$ cat src/rtl/race_runner.sv
// race_runner: single-run sequencer. An accepted start launches a run of
// 'duration' cycles (0 behaves as 1). The run ends with a one-cycle done
// pulse and a run counter increment, followed by a cooldown of COOL cycles.
// An abort during the run cancels it silently. A start seen while not ready
// sets a sticky protocol error, except during DONE/COOL, where an early
// request is legal and is ignored without setting the flag.
module race_runner #(
  parameter int CNT_W = 8,
  parameter int COOL  = 2
) (
  input  logic             clk,
  input  logic             rst_l,
  input  logic             start,
  input  logic [CNT_W-1:0] duration,
  input  logic             abort,
  output logic             ready,
  output logic             done,
  output logic [CNT_W-1:0] run_count,
  output logic             proto_err
);

  localparam int CW    = (COOL > 1) ? $clog2(COOL) : 1;
  localparam int CLOAD = (COOL > 0) ? COOL - 1 : 0;

  typedef enum logic [1:0] {S_IDLE, S_RUN, S_DONE, S_COOL} state_t;

  state_t           state_q, state_d;
  logic [CNT_W-1:0] cnt_q, cnt_d;
  logic [CW-1:0]    cool_q, cool_d;
  logic [CNT_W-1:0] rc_q, rc_d;
  logic             perr_q, perr_d;
  logic             ready_q, ready_d;
  logic             done_q, done_d;
  logic             accept;

  // A start is only taken when the registered ready was high before the edge.
  assign accept = start & ready_q;

  // Next-state, counters and flags.
  always_comb begin
    state_d = state_q;
    cnt_d   = cnt_q;
    cool_d  = cool_q;
    rc_d    = rc_q;
    perr_d  = perr_q;
    case (state_q)
      S_IDLE: begin
        if (accept) begin
          state_d = S_RUN;
          cnt_d   = (duration == '0) ? CNT_W'(1) : duration;
        end
      end
      S_RUN: begin
        // Abort takes priority over normal expiry on the same edge.
        if (abort) begin
          state_d = S_IDLE;
          cnt_d   = '0;
        end else if (cnt_q == CNT_W'(1)) begin
          state_d = S_DONE;
          cnt_d   = '0;
          rc_d    = rc_q + CNT_W'(1);
        end else begin
          cnt_d = cnt_q - CNT_W'(1);
        end
      end
      S_DONE: begin
        if (COOL == 0) begin
          state_d = S_IDLE;
        end else begin
          state_d = S_COOL;
          cool_d  = CW'(CLOAD);
        end
      end
      S_COOL: begin
        if (cool_q == '0) state_d = S_IDLE;
        else              cool_d  = cool_q - CW'(1);
      end
      default: state_d = S_IDLE;
    endcase
    // Early requests during DONE/COOL are tolerated; anywhere else they are errors.
    if (start && !ready_q && state_q != S_DONE && state_q != S_COOL)
      perr_d = 1'b1;
  end

  // Outputs are registered off the next state so they line up with it.
  assign ready_d = (state_d == S_IDLE);
  assign done_d  = (state_d == S_DONE);

  // State and output registers, cleared asynchronously.
  always_ff @(posedge clk or negedge rst_l) begin
    if (!rst_l) begin
      state_q <= S_IDLE;
      cnt_q   <= '0;
      cool_q  <= '0;
      rc_q    <= '0;
      perr_q  <= 1'b0;
      ready_q <= 1'b0;
      done_q  <= 1'b0;
    end else begin
      state_q <= state_d;
      cnt_q   <= cnt_d;
      cool_q  <= cool_d;
      rc_q    <= rc_d;
      perr_q  <= perr_d;
      ready_q <= ready_d;
      done_q  <= done_d;
    end
  end

  assign ready     = ready_q;
  assign done      = done_q;
  assign run_count = rc_q;
  assign proto_err = perr_q;

endmodule

$ cat config.mk
export PLATFORM = sky130hd
export DESIGN_NAME = race_runner
export DESIGN_NICKNAME = d
export VERILOG_FILES = /design/src/rtl/race_runner.sv
export SDC_FILE = /design/constraint.sdc
export NUM_CORES = 1
export LEC_CHECK = 0
export CORE_MARGIN = 4
export CORE_UTILIZATION = 49
export CTS_CLUSTER_SIZE = 16
export DETAILED_ROUTE_END_ITERATION = 16
export GPL_TIMING_DRIVEN = 0
export PLACE_DENSITY = 0.79
export SKIP_LAST_GASP = 1
export SYNTH_ARGS = -nofsm -noshare
export SYNTH_HDL_FRONTEND = slang
export SYNTH_SLANG_ARGS = --single-unit
export TNS_END_PERCENT = 50
$ cat constraint.sdc
create_clock -name clk -period 2.45 [get_ports clk]
set_input_delay 0.245 -clock clk [delete_from_list [all_inputs] [get_ports clk]]
set_output_delay 0.245 -clock clk [all_outputs]
set_load 0.1 [all_outputs]
; After elaboration in Yosys (flattened, before gate mapping)
; Cells that the tools add are included.
[totals]
regBits = 22
[op_classes]
mux = 12
reduce_logical = 11
addsub = 3
n_eq_ne = 8
bitwise = 2
[op_table]
columns = operator, n
row1 = 8-bit two-way mux, 4
row2 = 8-bit case mux with 2 select lines, 1
row3 = 8-bit by 1-bit adder with 8-bit output (second input constant), 1
row4 = 8-bit by 1-bit equality test with 1-bit output (second input constant), 1
row5 = 8-bit zero test, 1
row6 = 2-bit two-way mux, 4
row7 = 2-bit case mux with 4 select lines, 1
row8 = 8-bit by 1-bit subtractor with 8-bit output (second input constant), 1
row9 = 2-bit equality test (second input constant), 3
row10 = 2-bit inequality test (second input constant), 3
row11 = 2-bit zero test, 2
row12 = 2-bit nonzero test, 2
row13 = 1-bit logical AND, 3
row14 = 3-bit AND reduction, 1
row15 = 2-bit by 1-bit equality test with 1-bit output (second input constant), 1
row16 = 1-bit case mux with 2 select lines, 1
row17 = 2-bit AND reduction, 1
row18 = 1-bit AND, 1
row19 = 1-bit zero test, 1
row20 = 1-bit two-way mux, 1
row21 = 1-bit inverter, 1
row22 = 1-bit subtractor (second input constant), 1

; Longest topological paths before layout
; Gate-level depths: netlist (run 1).
[depth]
ltp_word = 5
mapped_depth = 6
depth_no_buf = 6

; Worst setup path after synthesis (run 1)
; Ideal clock, no wire load.
[synth_timing]
kind = register -> register
startpoint = reg cnt_q[3]
endpoint = reg rc_q[7] (netlist: run_count[7])
t_required_ps = 2289
path_slack_ps = 493
synth_period_minus_slack_ps = 1957
n_path_buf = 1
path_stages_with_launch = 6
setup_ps = 161
arrival_ps = 1795
cell_sequence = dfrtp_1 -> or4_1 -> buf_2 -> or4_4 -> nor2_2 -> xor2_1
[synth_via]
elab_chain_len = 2
[synth_lines]
columns = item, line
row1 = start: declaration, 28  ; logic [CNT_W-1:0] cnt_q, cnt_d;
row2 = start signal: assignment, 101  ; cnt_q <= cnt_d;
row3 = 8-bit by 1-bit equality test with 1-bit output, 58  ; end else if (cnt_q == CNT_W'(1)) begin
row4 = 3-bit AND reduction (no source line), -
row5 = end signal: assignment, 103  ; rc_q <= rc_d;
row6 = end: declaration, 30  ; logic [CNT_W-1:0] rc_q, rc_d;
; No other way between the ends.
; A chain may end at the register's enable or synchronous reset.

; Worst setup path in the final report (run 1)
[layout_timing]
startpoint = reg rc_q[3] (netlist: run_count[3])
endpoint = out run_count[3]
[layout_lines]
columns = item, line
row1 = end: declaration, 18  ; output logic [CNT_W-1:0] run_count,
; No word-level cell between the ends.

==> run metrics, run 1 <==
status=complete, no violations; Avg WL per Cell=14.74 µm; critical path class=register to output port; max-cap violations=0; Seq pwr share=0.407; die width=56.05 µm; # setup viols final=0; synth unique cells=40; DR pass1 iterations=4; Post-synth EDFFs=0; number of port buffers=22; Worst-Margin Slew=980.7 ps; VDD IR-drop max=539.3 µV; GR Overflow Total=0; RSZ-0062 raised after global routing=false; Post-DRT Antenna Nets=0; fin nets=154; ANT cells=0; CP Cell Sequence=clkdlybuf4s50_1; Arrival @ worst endpoint=1930 ps; Layout area overhead=25.77%; first-pass GRT wire length=3.981 mm; Slowest-stage cell, CP=clkdlybuf4s50_1; switching power total=0.6069 mW; Post-synth ARST share=1.000; Post-CTS Setup Inserts=0; Synth Warn #=0; total track usage=0.1556; final hold vios=0; Mapped Nets=127; total die area=0.003141 mm²; worst endpoint required time=2200 ps; Core Area=0.002212 mm²; post-CTS sizing=0; syn_area_per_cell=10.10 µm²; crit start category=register; final std cells w/o fill=166; Placed Cells=162; Highest Clock Rate=0.4596 GHz; routability cong.=0.9215; Fill cells=191; fin. max-slew vios=0; Clock Root Buffer=clkbuf_4; Fin Setup TNS=0 ps; pin count of the biggest net entering global routing=23; share of cells above drive strength 1=0.1087; CTS tree=done; die height=56.05 µm; H-tree Lvls=1; clock tree sinks=22; Internal Power=0.7738 mW; Hold Path Class=input pin to async pin; initial antenna violation count=0; CP endpoint kind=output port; Tcrit/Tclk final=0.8882; I/O pin cnt=23; Cell Rows=17; clk_skew=5.564 ps; vias in the first global route=882; starting density of the core=0.5113; Clk pwr share=0.148; crit path buf inv count=1; CTS Hold Bufs=0; Reg clk slew, reported paths=130 ps; CTS buffer count=3; Pwr Density=970.6 mW/mm²; post-route cell area=0.001423 mm²; Area after DPL=0.001386 mm²; DRT iter0 DRCs=31; combinational power share=0.445; CTS max path bufs=2; vias post-DR=930; worst r2r path cells=6; leakage power=0.6128 nW; Crit. path cell count=1; sequential element share of the synthesized area=0.4867; clk_lat worst skew=310 ps; Crit path max-delay family=buffers and inverters; Tmin final=2176 ps; Mapped Area=0.001131 mm²; ys flop type=dfrtp_1; switching share of total power=0.4396; DRT Wirelength=2.447 mm; DR DRC count=0; via/cell ratio=5.602; Mapped Cells=112; CP max FO=5; CP max stage delay=1170 ps; DPL Wire Length=1.824 mm; flop and latch count out of synthesis=22; Slew headroom=0.3441
placed cells by master (no fill, tap or decap), types with 3 or more instances in the layout:
master           count
nand2_1             10
clkbuf_4             3
ha_1                 3
nor3_1               4
a21oi_1              3
dfrtp_1             22
nor2_1               6
o21ai_0              9
a32oi_1              3
xor2_1               3
inv_1                3
clkdlybuf4s50_1     22
xnor2_1              4
o2bb2ai_1            3
cell families after synthesis:
kind of cell | count (synthesis) | share of synthesized area
mux | 2 | 0.01880
compound gates | 29 | 0.1726
xor+xnor | 7 | 0.05420
buf+inv | 7 | 0.02544
fa+ha+maj | 3 | 0.03319
simple gates | 42 | 0.2091
flops | 22 | 0.4867
state kept, by name (all words and copies together), names as in the netlist:
signal,flops
cnt_q,8
run_count,8
state_q,2
cool_q,1
done,1
proto_err,1
ready,1
Yosys cell counts, types with 2 or more instances:
library cell,number,area (µm²)
dfrtp_1,22,550.5
nand2_1,10,37.54
o21ai_0,9,45.04
nor2_1,6,22.52
nor3_1,4,20.02
xnor2_1,4,35.03
a21oi_1,3,15.01
a32oi_1,3,26.28
ha_1,3,37.54
inv_1,3,11.26
o2bb2ai_1,3,26.28
xor2_1,3,26.28
a22o_1,2,17.52
a22oi_1,2,15.01
buf_2,2,10.01
clkbuf_1,2,7.510
nand2b_1,2,12.51
nand4_1,2,12.51
nor2_2,2,12.51
nor3b_1,2,15.01
or2_2,2,12.51
or3b_2,2,17.52
or4_1,2,15.01
stage by stage:
stage	hold WS [ps]	setup WS [ps]	util	total power, mW
4_1_cts	485.5	266.3	0.6431	1.378
3_5_place_dp	463.0	182.7	0.6267	1.175
3_3_place_gp	453.9	237.1	0.6267	1.150
2_1_floorplan	-50.59	493.4	-	1.006
6_report	461.5	274.0	0.6431	1.381
5_1_grt	497.7	179.7	0.6431	1.468
layer usage:
metal	share of wire	track usage
met4	0.0033	0.05085
met1	0.48	0.2177
met5	0	0
met3	0.043	0.03248
met2	0.48	0.2387
final timing paths:
| kind | to | slack [ps] | start |
|---|---|---|---|
| max in group asynchronous | run_count[5]$_DFFE_PN0P_ | 1400 | rst_l |
| hold reg to reg | run_count[7]$_DFFE_PN0P_ | 480 | run_count[7]$_DFFE_PN0P_ |
| hold / removal | cnt_q[4]$_DFFE_PN0P_ | 460 | rst_l |
| setup / recovery | run_count[3] | 270 | run_count[3]$_DFFE_PN0P_ |
| setup reg to reg | cnt_q[7]$_DFFE_PN0P_ | 300 | cnt_q[1]$_DFFE_PN0P_ |
| min in group clk | run_count[7]$_DFFE_PN0P_ | 480 | run_count[7]$_DFFE_PN0P_ |
cell type report:
class                      instances  area (µm²)  area share
multi-input combinational         83       551.8      0.3879
sequential                        22       550.5      0.3870
timing repair buffer              22       220.2      0.1548
clock buffer                       4       36.28     0.02551
tap                               28       35.03     0.02463
buffer                             4       17.52     0.01231
inverter                           3       11.26    0.007916
power by group through the flow:
stage | Combinational, mW | Sequential (mW) | Clock [mW]
floorplan | 0.354 | 0.651 | 0
detailed placement | 0.612 | 0.563 | 0
global placement | 0.594 | 0.556 | 0
global route | 0.675 | 0.574 | 0.219
CTS | 0.614 | 0.556 | 0.207
finish | 0.615 | 0.562 | 0.204
(Power assumes the default switching activity.)
==> run 2: changes to the inputs <==
--- a/config.mk
+++ b/config.mk
@@ -6,11 +6,11 @@
 export NUM_CORES = 1
 export LEC_CHECK = 0
 export CORE_MARGIN = 4
-export CORE_UTILIZATION = 49
+export CORE_UTILIZATION = 47
 export CTS_CLUSTER_SIZE = 16
 export DETAILED_ROUTE_END_ITERATION = 16
 export GPL_TIMING_DRIVEN = 0
-export PLACE_DENSITY = 0.79
+export PLACE_DENSITY = 0.76
 export SKIP_LAST_GASP = 1
 export SYNTH_ARGS = -nofsm -noshare
 export SYNTH_HDL_FRONTEND = slang
==> run metrics, run 2 (synthesis results as in run 1) <==
critical path class=register to output port; clock tree sinks=22; Core Area=0.002255 mm²; number of port buffers=22; final hold vios=0; vias in the first global route=904; status=complete, no violations; CTS tree=done; CP max stage delay=1170 ps; vias post-DR=941; Post-CTS Setup Inserts=0; Cell Rows=17; clk_skew=7.118 ps; Fin Setup TNS=0 ps; I/O pin cnt=23; starting density of the core=0.5017; crit path buf inv count=1; CTS max path bufs=2; combinational power share=0.447; die height=57.06 µm; Crit. path cell count=1; pin count of the biggest net entering global routing=23; clk_lat worst skew=310 ps; total die area=0.003255 mm²; Reg clk slew, reported paths=130 ps; Internal Power=0.7736 mW; DR DRC count=0; total track usage=0.1637; Pwr Density=971.0 mW/mm²; ANT cells=0; Layout area overhead=25.77%; Post-DRT Antenna Nets=0; fin. max-slew vios=0; worst endpoint required time=2200 ps; Crit. Startpoint=run_count[2]$_DFFE_PN0P_; share of cells above drive strength 1=0.1087; Avg WL per Cell=15.04 µm; H-tree Lvls=1; DPL Wire Length=1.833 mm; RR Startpoint=cnt_q[1]$_DFFE_PN0P_; crit start category=register; CP Cell Sequence=clkdlybuf4s50_1; RSZ-0062 raised after global routing=false; Seq pwr share=0.404; CTS buffer count=3; most frequent cells in the layout=dfrtp_1 (22), clkdlybuf4s50_1 (22), nand2_1 (10); Tmin final=2178 ps; CP max FO=5; Highest Clock Rate=0.4591 GHz; Crit path max-delay family=buffers and inverters; Arrival @ worst endpoint=1930 ps; switching share of total power=0.4400; leakage power=0.6128 nW; Tcrit/Tclk final=0.8891; Worst-Margin Slew=980.6 ps; via/cell ratio=5.669; Hold Path Class=input pin to async pin; VDD IR-drop max=614.6 µV; Slew headroom=0.3442; GR Overflow Total=0; Slowest-stage cell, CP=clkdlybuf4s50_1; post-route cell area=0.001423 mm²; switching power total=0.6077 mW; CTS Hold Bufs=0; routability cong.=0.8534; Clk pwr share=0.149; DR pass1 iterations=4; fin nets=154; Area after DPL=0.001386 mm²; die width=57.06 µm; worst r2r path cells=6; CP endpoint kind=output port; initial antenna violation count=0; DRT Wirelength=2.497 mm; Fill cells=208; DRT iter0 DRCs=29; Clock Root Buffer=clkbuf_4; first-pass GRT wire length=4.188 mm; max-cap violations=0; # setup viols final=0; post-CTS sizing=0
## run 2: cell counts in the layout (fill, tap and decap cells not counted)
Identical to the previous run, type by type.
## run 2: through the flow
step | std cells | utilization | hold slack [ps] | setup WS (ps) | total power [mW]
after floorplan | 112 | - | -50.59 | 493.4 | 1.006
after global placement | 162 | 0.6149 | 454.5 | 220.0 | 1.151
after detailed placement | 162 | 0.6149 | 465.0 | 205.2 | 1.178
after CTS | 166 | 0.6310 | 488.9 | 253.4 | 1.384
after global routing | 166 | 0.6310 | 523.8 | 204.7 | 1.486
final | 166 | 0.6310 | 454.5 | 271.6 | 1.381
## run 2: final timing paths
path                                          to  slack, ps
setup / recovery                    run_count[2]        270
hold / removal              cnt_q[7]$_DFFE_PN0P_        450
setup reg to reg            cnt_q[3]$_DFFE_PN0P_        300
hold reg to reg            proto_err$_DFFE_PN0P_        490
max in group asynchronous     cool_q$_DFFE_PN0P_       1400
min in group clk           proto_err$_DFFE_PN0P_        490
## run 2: routing by layer
metal,part of all wire,global-route usage,wire [µm]
met5,0,0,0
met1,0.46,0.2214,1138
met3,0.050,0.02489,126
met4,0.017,0.08278,43
met2,0.48,0.2545,1188
## run 2: power by group through the flow
stage               Sequential, mW  Combinational (mW)  Clock, mW
finish                       0.557               0.618      0.206
global route                 0.575               0.685      0.227
CTS                          0.556               0.617      0.211
detailed placement           0.563               0.615          0
global placement             0.556               0.595          0
floorplan                    0.651               0.354          0
## run 2: layout make-up
type | instances | area (µm²) | area share
Multi-Input combinational cell | 83 | 551.8 | 0.3879
Sequential cell | 22 | 550.5 | 0.3870
Timing Repair Buffer | 22 | 220.2 | 0.1548
Clock buffer | 4 | 36.28 | 0.02551
Tap cell | 28 | 35.03 | 0.02463
Buffer | 4 | 17.52 | 0.01231
Inverter | 3 | 11.26 | 0.007916
